$ cat config.mk
export PLATFORM = sky130hd
export DESIGN_NAME = adder_result_collector_flat
export DESIGN_NICKNAME = d
export VERILOG_FILES = /design/src/rtl/adder_result_collector_pkg.sv /design/src/rtl/adder_result_collector_if.sv /design/src/rtl/adder_result_collector_fifo.sv /design/src/rtl/adder_result_collector.sv /design/src/flat_wrapper.sv
export SDC_FILE = /design/constraint.sdc
export NUM_CORES = 1
export LEC_CHECK = 0
export BUFFER_PORTS_ARGS = -buffer_cell sky130_fd_sc_hd__buf_2
export CAP_MARGIN = 20
export CORE_MARGIN = 2
export CORE_UTILIZATION = 55
export CTS_BUF_LIST = sky130_fd_sc_hd__clkbuf_4 sky130_fd_sc_hd__clkbuf_8 sky130_fd_sc_hd__clkbuf_16
export DETAILED_ROUTE_END_ITERATION = 7
export PLACE_DENSITY = 0.85
export SYNTH_ARGS = -nofsm -noshare
export SYNTH_HDL_FRONTEND = slang
export SYNTH_SLANG_ARGS = --single-unit
$ cat constraint.sdc
create_clock -name clk -period 2.72 [get_ports clk]
set_input_delay 0.68 -clock clk [delete_from_list [all_inputs] [get_ports clk]]
set_output_delay 0.68 -clock clk [all_outputs]
set_load 0.02 [all_outputs]
$ cat src/rtl/adder_result_collector_pkg.sv
// Shared types for the serial-adder result collector: result width, collector
// FSM states and the parallel result word type.
package adder_pkg;

    localparam int unsigned RES_W = 3;

    typedef enum logic [1:0] {
        IDLE,
        B2,
        B1,
        B0
    } coll_state_t;

    typedef logic [RES_W-1:0] res_t;

endpackage

$ cat src/rtl/adder_result_collector_if.sv
// Bundle of the collector's adder-facing, consumer-facing and status signals.
// The collector takes the slave view; the adder/consumer side takes the master view.
interface adder_result_collector_if #(
    parameter int unsigned CNT_W = 8
);
    import adder_pkg::*;

    logic             en_o;
    logic             out;
    res_t             res_data;
    logic             res_valid;
    logic             res_ready;
    logic             overflow;
    logic             proto_err;
    logic             clr_flags;
    logic [CNT_W-1:0] res_count;

    modport master (
        output en_o,
        output out,
        output res_ready,
        output clr_flags,
        input  res_data,
        input  res_valid,
        input  overflow,
        input  proto_err,
        input  res_count
    );

    modport slave (
        input  en_o,
        input  out,
        input  res_ready,
        input  clr_flags,
        output res_data,
        output res_valid,
        output overflow,
        output proto_err,
        output res_count
    );

endinterface

$ cat src/rtl/adder_result_collector_fifo.sv
// Show-ahead FIFO for completed result words. Pointers carry one extra wrap bit
// so full and empty fall out of a plain pointer compare.
module adder_res_fifo
    import adder_pkg::*;
#(
    parameter int unsigned DEPTH = 4,
    parameter type         data_t = res_t
) (
    input  logic  clk,
    input  logic  rst_n,
    input  logic  push,
    input  data_t push_data,
    input  logic  pop,
    output data_t rd_data,
    output logic  full,
    output logic  empty
);

    localparam int unsigned AW = $clog2(DEPTH);

    logic [AW:0] wr_ptr_q, wr_ptr_d;
    logic [AW:0] rd_ptr_q, rd_ptr_d;
    data_t       mem_q [DEPTH];
    logic        do_push;
    logic        do_pop;

    always_comb begin
        empty    = (wr_ptr_q == rd_ptr_q);
        full     = (wr_ptr_q[AW] != rd_ptr_q[AW]) && (wr_ptr_q[AW-1:0] == rd_ptr_q[AW-1:0]);
        do_pop   = pop && !empty;
        // A pop frees a slot in the same cycle, so a push into a full FIFO still lands.
        do_push  = push && (!full || do_pop);
        wr_ptr_d = wr_ptr_q + {{AW{1'b0}}, do_push};
        rd_ptr_d = rd_ptr_q + {{AW{1'b0}}, do_pop};
        rd_data  = mem_q[rd_ptr_q[AW-1:0]];
    end

    always_ff @(posedge clk or negedge rst_n) begin
        if (!rst_n) begin
            wr_ptr_q <= '0;
            rd_ptr_q <= '0;
            for (int i = 0; i < DEPTH; i++) begin
                mem_q[i] <= '0;
            end
        end else begin
            wr_ptr_q <= wr_ptr_d;
            rd_ptr_q <= rd_ptr_d;
            if (do_push) begin
                mem_q[wr_ptr_q[AW-1:0]] <= push_data;
            end
        end
    end

endmodule

$ cat src/rtl/adder_result_collector.sv
// Deserializes each 3-bit serial sum (MSB first) after an en_o pulse, buffers the
// words in a FIFO and tracks sticky overflow / protocol-error flags and a push count.
module adder_result_collector
    import adder_pkg::*;
#(
    parameter int unsigned DEPTH = 4,
    parameter int unsigned CNT_W = 8
) (
    input  logic                     clk,
    input  logic                     rst_n,
    adder_result_collector_if.slave  bus
);

    coll_state_t      state_q, state_d;
    logic [RES_W-1:1] sh_q, sh_d;
    logic             overflow_q, overflow_d;
    logic             proto_err_q, proto_err_d;
    logic [CNT_W-1:0] count_q, count_d;

    logic             push;
    res_t             push_word;
    logic             pop;
    logic             accept;
    logic             fifo_full;
    logic             fifo_empty;
    res_t             fifo_rd_data;

    always_comb begin
        state_d   = state_q;
        sh_d      = sh_q;
        push      = 1'b0;
        push_word = {sh_q, bus.out};
        unique case (state_q)
            IDLE: begin
                if (bus.en_o) begin
                    state_d = B2;
                end
            end
            B2, B1: begin
                sh_d    = {sh_q[RES_W-2:1], bus.out};
                state_d = (state_q == B2) ? B1 : B0;
            end
            B0: begin
                push    = 1'b1;
                state_d = IDLE;
            end
            default: state_d = IDLE;
        endcase
    end

    always_comb begin
        pop    = !fifo_empty && bus.res_ready;
        accept = push && (!fifo_full || pop);
        // Set events take priority over a simultaneous clear.
        overflow_d  = (push && !accept) || (overflow_q && !bus.clr_flags);
        proto_err_d = (bus.en_o && (state_q != IDLE)) || (proto_err_q && !bus.clr_flags);
        count_d     = count_q + {{(CNT_W-1){1'b0}}, accept};
    end

    always_ff @(posedge clk or negedge rst_n) begin
        if (!rst_n) begin
            state_q     <= IDLE;
            sh_q        <= '0;
            overflow_q  <= 1'b0;
            proto_err_q <= 1'b0;
            count_q     <= '0;
        end else begin
            state_q     <= state_d;
            sh_q        <= sh_d;
            overflow_q  <= overflow_d;
            proto_err_q <= proto_err_d;
            count_q     <= count_d;
        end
    end

    adder_res_fifo #(
        .DEPTH  (DEPTH),
        .data_t (res_t)
    ) u_fifo (
        .clk       (clk),
        .rst_n     (rst_n),
        .push      (accept),
        .push_data (push_word),
        .pop       (pop),
        .rd_data   (fifo_rd_data),
        .full      (fifo_full),
        .empty     (fifo_empty)
    );

    assign bus.res_data  = fifo_rd_data;
    assign bus.res_valid = !fifo_empty;
    assign bus.overflow  = overflow_q;
    assign bus.proto_err = proto_err_q;
    assign bus.res_count = count_q;

endmodule

$ cat src/flat_wrapper.sv
// flat-port wrapper written by rule: the top's interface ports become plain ports
module adder_result_collector_flat import adder_pkg::*;
#(
    parameter int unsigned DEPTH = 4,
    parameter int unsigned CNT_W = 8
)
  (clk, rst_n, bus_en_o, bus_out, bus_res_ready, bus_clr_flags, bus_res_data, bus_res_valid, bus_overflow, bus_proto_err, bus_res_count);
  adder_result_collector_if #(.CNT_W(CNT_W)) bus_i ();
  input  logic clk;
  input  logic rst_n;
  input wire logic [$bits(bus_i.en_o)-1:0] bus_en_o;
  input wire logic [$bits(bus_i.out)-1:0] bus_out;
  input wire logic [$bits(bus_i.res_ready)-1:0] bus_res_ready;
  input wire logic [$bits(bus_i.clr_flags)-1:0] bus_clr_flags;
  output wire logic [$bits(bus_i.res_data)-1:0] bus_res_data;
  output wire logic [$bits(bus_i.res_valid)-1:0] bus_res_valid;
  output wire logic [$bits(bus_i.overflow)-1:0] bus_overflow;
  output wire logic [$bits(bus_i.proto_err)-1:0] bus_proto_err;
  output wire logic [$bits(bus_i.res_count)-1:0] bus_res_count;
  assign bus_i.en_o = bus_en_o;
  assign bus_i.out = bus_out;
  assign bus_i.res_ready = bus_res_ready;
  assign bus_i.clr_flags = bus_clr_flags;
  assign bus_res_data = bus_i.res_data;
  assign bus_res_valid = bus_i.res_valid;
  assign bus_overflow = bus_i.overflow;
  assign bus_proto_err = bus_i.proto_err;
  assign bus_res_count = bus_i.res_count;
  adder_result_collector #(.DEPTH(DEPTH), .CNT_W(CNT_W)) u_core (.clk(clk), .rst_n(rst_n), .bus(bus_i));
endmodule
Yosys cells after proc, flatten, opt, wreduce, memory -nomap -nowiden
Index checks and enable logic that the tools add are counted.

word-level totals
  flip-flop bits (word level) = 32
  word-level logic and storage cells = 57

operators by class
  $add $sub $neg = 3
  $lt $le $gt $ge = 3
  eq/ne operators = 7
  muxes and demuxes = 10
  bitwise operators = 2
  reductions and logical operators = 21

operators with widths
  operator                                             number
  bitwise mux 12 bit                                   1
  logical AND 1 bit                                    10
  2-to-1 mux 3 bit                                     3
  adder 8 x 1 -> 8 bit                                 1
  adder 3 x 1 -> 3 bit                                 2
  binary-select mux 3 bit (select 2 bit)               1
  demux 3 bit (select 2 bit)                           1
  >= comparator 3 bit, second input constant           2
  inverter 2 -> 3 bit                                  2
  one-hot mux 2 bit (3 select lines)                   1
  equality test 2 bit, second input constant           2
  logical NOT 1 bit                                    4
  logical OR 1 bit                                     4
  equality test 3 bit                                  1
  < comparator 3 x 1 -> 1 bit, second input constant   1
  equality test 2 x 1 -> 1 bit, second input constant  1
  equality test 2 bit                                  1
  logical NOT 2 bit                                    1
  2-to-1 mux 1 bit                                     2
  2-to-1 mux 2 bit                                     1
  inequality test 2 bit, second input constant         1
  nonzero test 2 bit                                   1
  OR reduction 2 bit                                   1
  inequality test 1 bit                                1

Logic depth before layout (Yosys ltp)
  depth after elaboration = 8
  depth in mapped cells = 8
  gate-level depth less buffers = 8

Hierarchy
From an unflattened synthesis, not the netlist that was laid out.

second synthesis, totals
  cells, all modules = 105
  area total of the unflattened synthesis = 1534.0 um^2

by module, submodules not included
  module                  times used  cells an instance  area an instance (um^2)  seq. area each (um^2)
  adder_res_fifo          1           53                 915.9                    450.4
  adder_result_collector  1           52                 618.1                    350.3

Worst setup path before layout
OpenSTA, ideal clock, no wires.

  path type = input port to flip-flop
  from = in bus_res_ready
  to = reg u_core.count_q[6], in the netlist u_core.bus.res_count[6]
  library setup time = 0.129 ns
  data arrival time = 2.077 ns
  data required time = 2.591 ns
  slack = 0.513 ns
  stages on the path = 7
  cell sequence = nor4_4 and2b_2 ha_1 ha_1 and3_1 nand3_1 xnor2_1

on the way
  cells in the longest elaborated chain, start to end = 4

RTL lines
  item                   RTL line                      RTL
  start, declared        flat_wrapper.sv:13            input wire logic [$bits(bus_i.res_ready)-1:0] bus_res_ready;
  logical AND 1 bit      adder_result_collector.sv:52  pop = !fifo_empty && bus.res_ready;
  logical OR 1 bit       adder_result_collector.sv:53  accept = push && (!fifo_full || pop);
  logical AND 1 bit      adder_result_collector.sv:53
  adder 8 x 1 -> 8 bit   adder_result_collector.sv:57  count_d = count_q + {{(CNT_W-1){1'b0}}, accept};
  via u_core.count_d[6]  adder_result_collector.sv:18  logic [CNT_W-1:0] count_q, count_d;
  end signal, assigned   adder_result_collector.sv:72  count_q <= count_d;
  end, declared          adder_result_collector.sv:18

The timed path passes the listed nets, and every way through them passes these cells.
A chain may end at the register's enable or synchronous reset.

Final worst setup path
  from = reg u_core.u_fifo.rd_ptr_q[0]
  to = out bus_res_data[1]

on the way
  cells in the longest elaborated chain, start to end = 4

RTL lines
  item                                                 RTL line                           RTL
  start, declared                                      adder_result_collector_fifo.sv:22  logic [AW:0] rd_ptr_q, rd_ptr_d;
  start signal, assigned                               adder_result_collector_fifo.sv:47  rd_ptr_q <= rd_ptr_d;
  inverter 2 -> 3 bit (implied by the code)            adder_result_collector_fifo.sv:35  rd_data = mem_q[rd_ptr_q[AW-1:0]];
  binary-select mux 3 bit (select 2 bit)               adder_result_collector_fifo.sv:35
  2-to-1 mux 3 bit (implied by the code) (2 in a row)  adder_result_collector_fifo.sv:35
  end, declared                                        flat_wrapper.sv:15                 output wire logic [$bits(bus_i.res_data)-1:0] bus_res_data;

Every way passes these cells. The select of a mux whose other input is x is not followed.

==> reports/summary.md <==
• **Post-Place Worst Slack** 0.422 ns
• **count of H-tree levels built during CTS** 2
• **logic depth of the worst setup path including buffers** 2
• **cell row count** 18
• **Top-Level Pins** 20
• **Max stage delay cell, worst path** mux4_2
• **insertion delay to the later sink of the worst-skew pair** 0.33 ns
• **worst-margin pin slew** 0.688 ns
• **routed vias** 857
• **clock group share of total power** 12.9%
• **count of buffers from port buffering** 19
• **most common cell after layout, fill and taps aside** dfrtp_1
• **top cell type by total area after synthesis** dfrtp_1
• **number of buffers created by CTS** 5
• **antenna viol nets, final** 0
• **overall track demand over capacity in global routing** 20.2%
• **relative contribution of combinational cells to total power** 44.4%
• **worst path setup slack after routing** 0.461 ns
• **CTS tree** built
• **WL per Instance** 15.1 um
• **sw frac** 39.5%
• **final total power** 2.15 mW
• **maximum buffer depth of the clock tree** 2
• **unrepaired setup endpoints after global routing** false
• **fill cell count** 201
• **skew final** 0.0123 ns
• **starting density of the core** 58.1%
• **hpwl dp** 1850 um
• **maxcap violations** 0
• **most frequent cells in the layout** dfrtp_1 (32), buf_2 (19), mux2_2 (14), ha_1 (9), nand2_1 (7)
• **chain of cells forming the critical path** mux4_2 -> buf_2
• **root buffer cell** clkbuf_4
• **largest net degree at the start of global routing** 33
• **cell depth of the worst flop-to-flop path** 8
• **Die X** 55.2 um
• **worst path required time** 2.04 ns
• **reg-to-reg critical path startpoint** u_core.u_fifo.wr_ptr_q[1]
• **min cycle time layout** 2.26 ns
• **number of antenna violations at the first check in global routing** 0
• **largest voltage drop on the vdd net** 0.789 mV
• **P&R area growth vs syn** 14.0%
• **sum of overflow across all layers after global routing** 0
• **weighted congestion reported at the end of routability-driven placement** 0.741
• **buffer and inverter count on the worst path** 1
• **Worst Setup Path Type** reg -> out
• **Max stage delay on crit path** 0.55 ns
• **portion of the post-synthesis area used by sequential elements** 55.6%
• **post-synthesis net count** 115
• **Internal Power** 1.30 mW
• **number of cells upsized or downsized after cts** 0
• **power density over the cells** 1310 mW/mm2
• **number of global-route vias before repair** 913
• **final count of hold timing violations** 0
• **Antenna Cells** 0
• **Netlist Area Pre-Place** 0.00144 mm2
• **final setup TNS** 0 ns
• **slack of the worst reg-to-reg path** 0.56 ns
• **clock transition at the register clock pins on the worst setup and hold paths after CTS** 0.10 ns
• **final net count** 142
• **number of buffers inserted by post-CTS setup repair** 0
• **via-per-instance ratio** 5.42
• **DIE AREA** 0.00304 mm2
• **first-pass GRT wire length** 4030 um
• **post-synth top area share** 55.6%
• **Cells after DPL** 150
• **Worst setup EP type** output port
• **Unique masters post-synth** 23
• **CP Capture Point** bus_res_data[1]
• **Seq cells post-synth** 32
• **Synth area leaders** dfrtp_1 (56%), mux2_2 (11%), ha_1 (7.8%)
• **Fmax** 443 MHz
• **count of non-filler cells in the finished layout** 158
• **placeable core area** 0.00248 mm2
• **run status** completed
• **Startpoint Class** flop
• **number of buffers inserted by hold repair at cts** 0
• **Worst Setup SP** u_core.u_fifo.rd_ptr_q[0]
• **fraction of final layout cells sized beyond drive strength 1** 39.1%
• **relative slew slack** 54.2%
• **sequential share of power** 42.7%
• **cell count after synthesis** 100
• **endpoint of the worst register-to-register path** u_core.bus.res_count[6]
• **drt first-iter violations** 7
• **vertical die dimension** 55.2 um
• **clk sinks** 32
• **number of max-slew violations in the final report** 0
• **Worst path top cell family by delay** multiplexers
• **Post-route DRC** 0
• **total leakage power** 0.789 nW
• **Yosys warnings** 0
• **final clock period utilization by the worst path** 83.0%
• **WP data arrival** 1.58 ns
• **maximum net fanout on the critical path** 5
• **reported net switching power** 0.849 mW
• **final setup violation count** 0
• **Worst Hold Class** in -> async
• **post-synthesis average cell area** 14.4 um2
• **Pre-antenna DRT Iters** 4
• **total length of routed wires** 2390 um
-- area by class of cell --
| class | instances | area [um2] | share of cell area (%) |
|---|---|---|---|
| Sequential cell | 32 | 801 | 48.8 |
| Multi-Input combinational cell | 63 | 621 | 37.8 |
| Timing Repair Buffer | 20 | 103 | 6.25 |
| Clock buffer | 6 | 51.3 | 3.13 |
| Tap cell | 30 | 37.5 | 2.29 |
| Inverter | 5 | 18.8 | 1.14 |
| Clock inverter | 2 | 10.0 | 0.610 |
-- per-layer routing --
metal  vias to the layer above  part of all wire (%)  track usage [%]
met5                         -                     0                0
met4                         0                   1.0             11.8
met3                         4                   4.1             8.60
met2                        14                    52             33.3
met1                       432                    43             21.5
li1                        407                     -                -
-- sequential cells by signal, indices dropped and copies added, names as in the netlist --
name and count:
u_core.bus.overflow 1, u_core.bus.proto_err 1, u_core.bus.res_count 8, u_core.sh_q 2, u_core.state_q 2, u_core.u_fifo.mem_q 12, u_core.u_fifo.rd_ptr_q 3, u_core.u_fifo.wr_ptr_q 3
-- synthesized netlist by cell type (all sizes together) --
cell type  count
mux2i          1
nor3b          1
nor4b          1
and3           1
mux4           3
nor3           1
nor2           1
nand4          1
nand3          2
and2b          2
nand2          7
xor2           6
dfrtp         32
and4           1
nor4           1
and4bb         1
o22ai          1
o21ai          3
ha             9
and2           1
xnor2          5
mux2          14
inv            5
-- stage by stage --
step / area [um2] / hold WS [ns] / utilization (%)
CTS: 1640 / 0.381 / 66.3
detailed placement: 1580 / 0.462 / 63.8
floorplan: 1440 / 0.384 / -
finish: 1640 / 0.377 / 66.3
global placement: 1580 / 0.458 / 63.8
global route: 1640 / 0.414 / 66.3
-- cell families after synthesis --
logic type	after synthesis	share of synthesized area (%)
AND/OR/NAND/NOR	21	10.8
AO/OA/AOI/OAI	4	1.48
multiplexers	18	16.3
flip-flops	32	55.6
XOR/XNOR	11	6.69
buffers and inverters	5	1.30
adder cells (fa/ha/maj)	9	7.82
-- power groups by stage --
stage / registers [mW] / logic [mW] / clock network (mW)
floorplan: 0.940 / 0.661 / 0
global placement: 0.904 / 0.915 / 0
global route: 0.961 / 1.05 / 0.315
CTS: 0.921 / 0.975 / 0.290
detailed placement: 0.932 / 0.968 / 0
finish: 0.919 / 0.955 / 0.277
-- worst min-delay path by stage --
stage / endpoint / cells after the start / from
6_report: u_core.u_fifo.mem_q[11] / 1 / rst_n
5_1_grt: u_core.u_fifo.mem_q[11] / 1 / rst_n
4_1_cts: u_core.u_fifo.mem_q[11] / 1 / rst_n
3_5_place_dp: u_core.bus.res_count[7] / 1 / u_core.bus.res_count[7]
3_3_place_gp: u_core.bus.res_count[7] / 1 / u_core.bus.res_count[7]
2_1_floorplan: u_core.bus.overflow / 0 / rst_n
(Power assumes the default switching activity.)
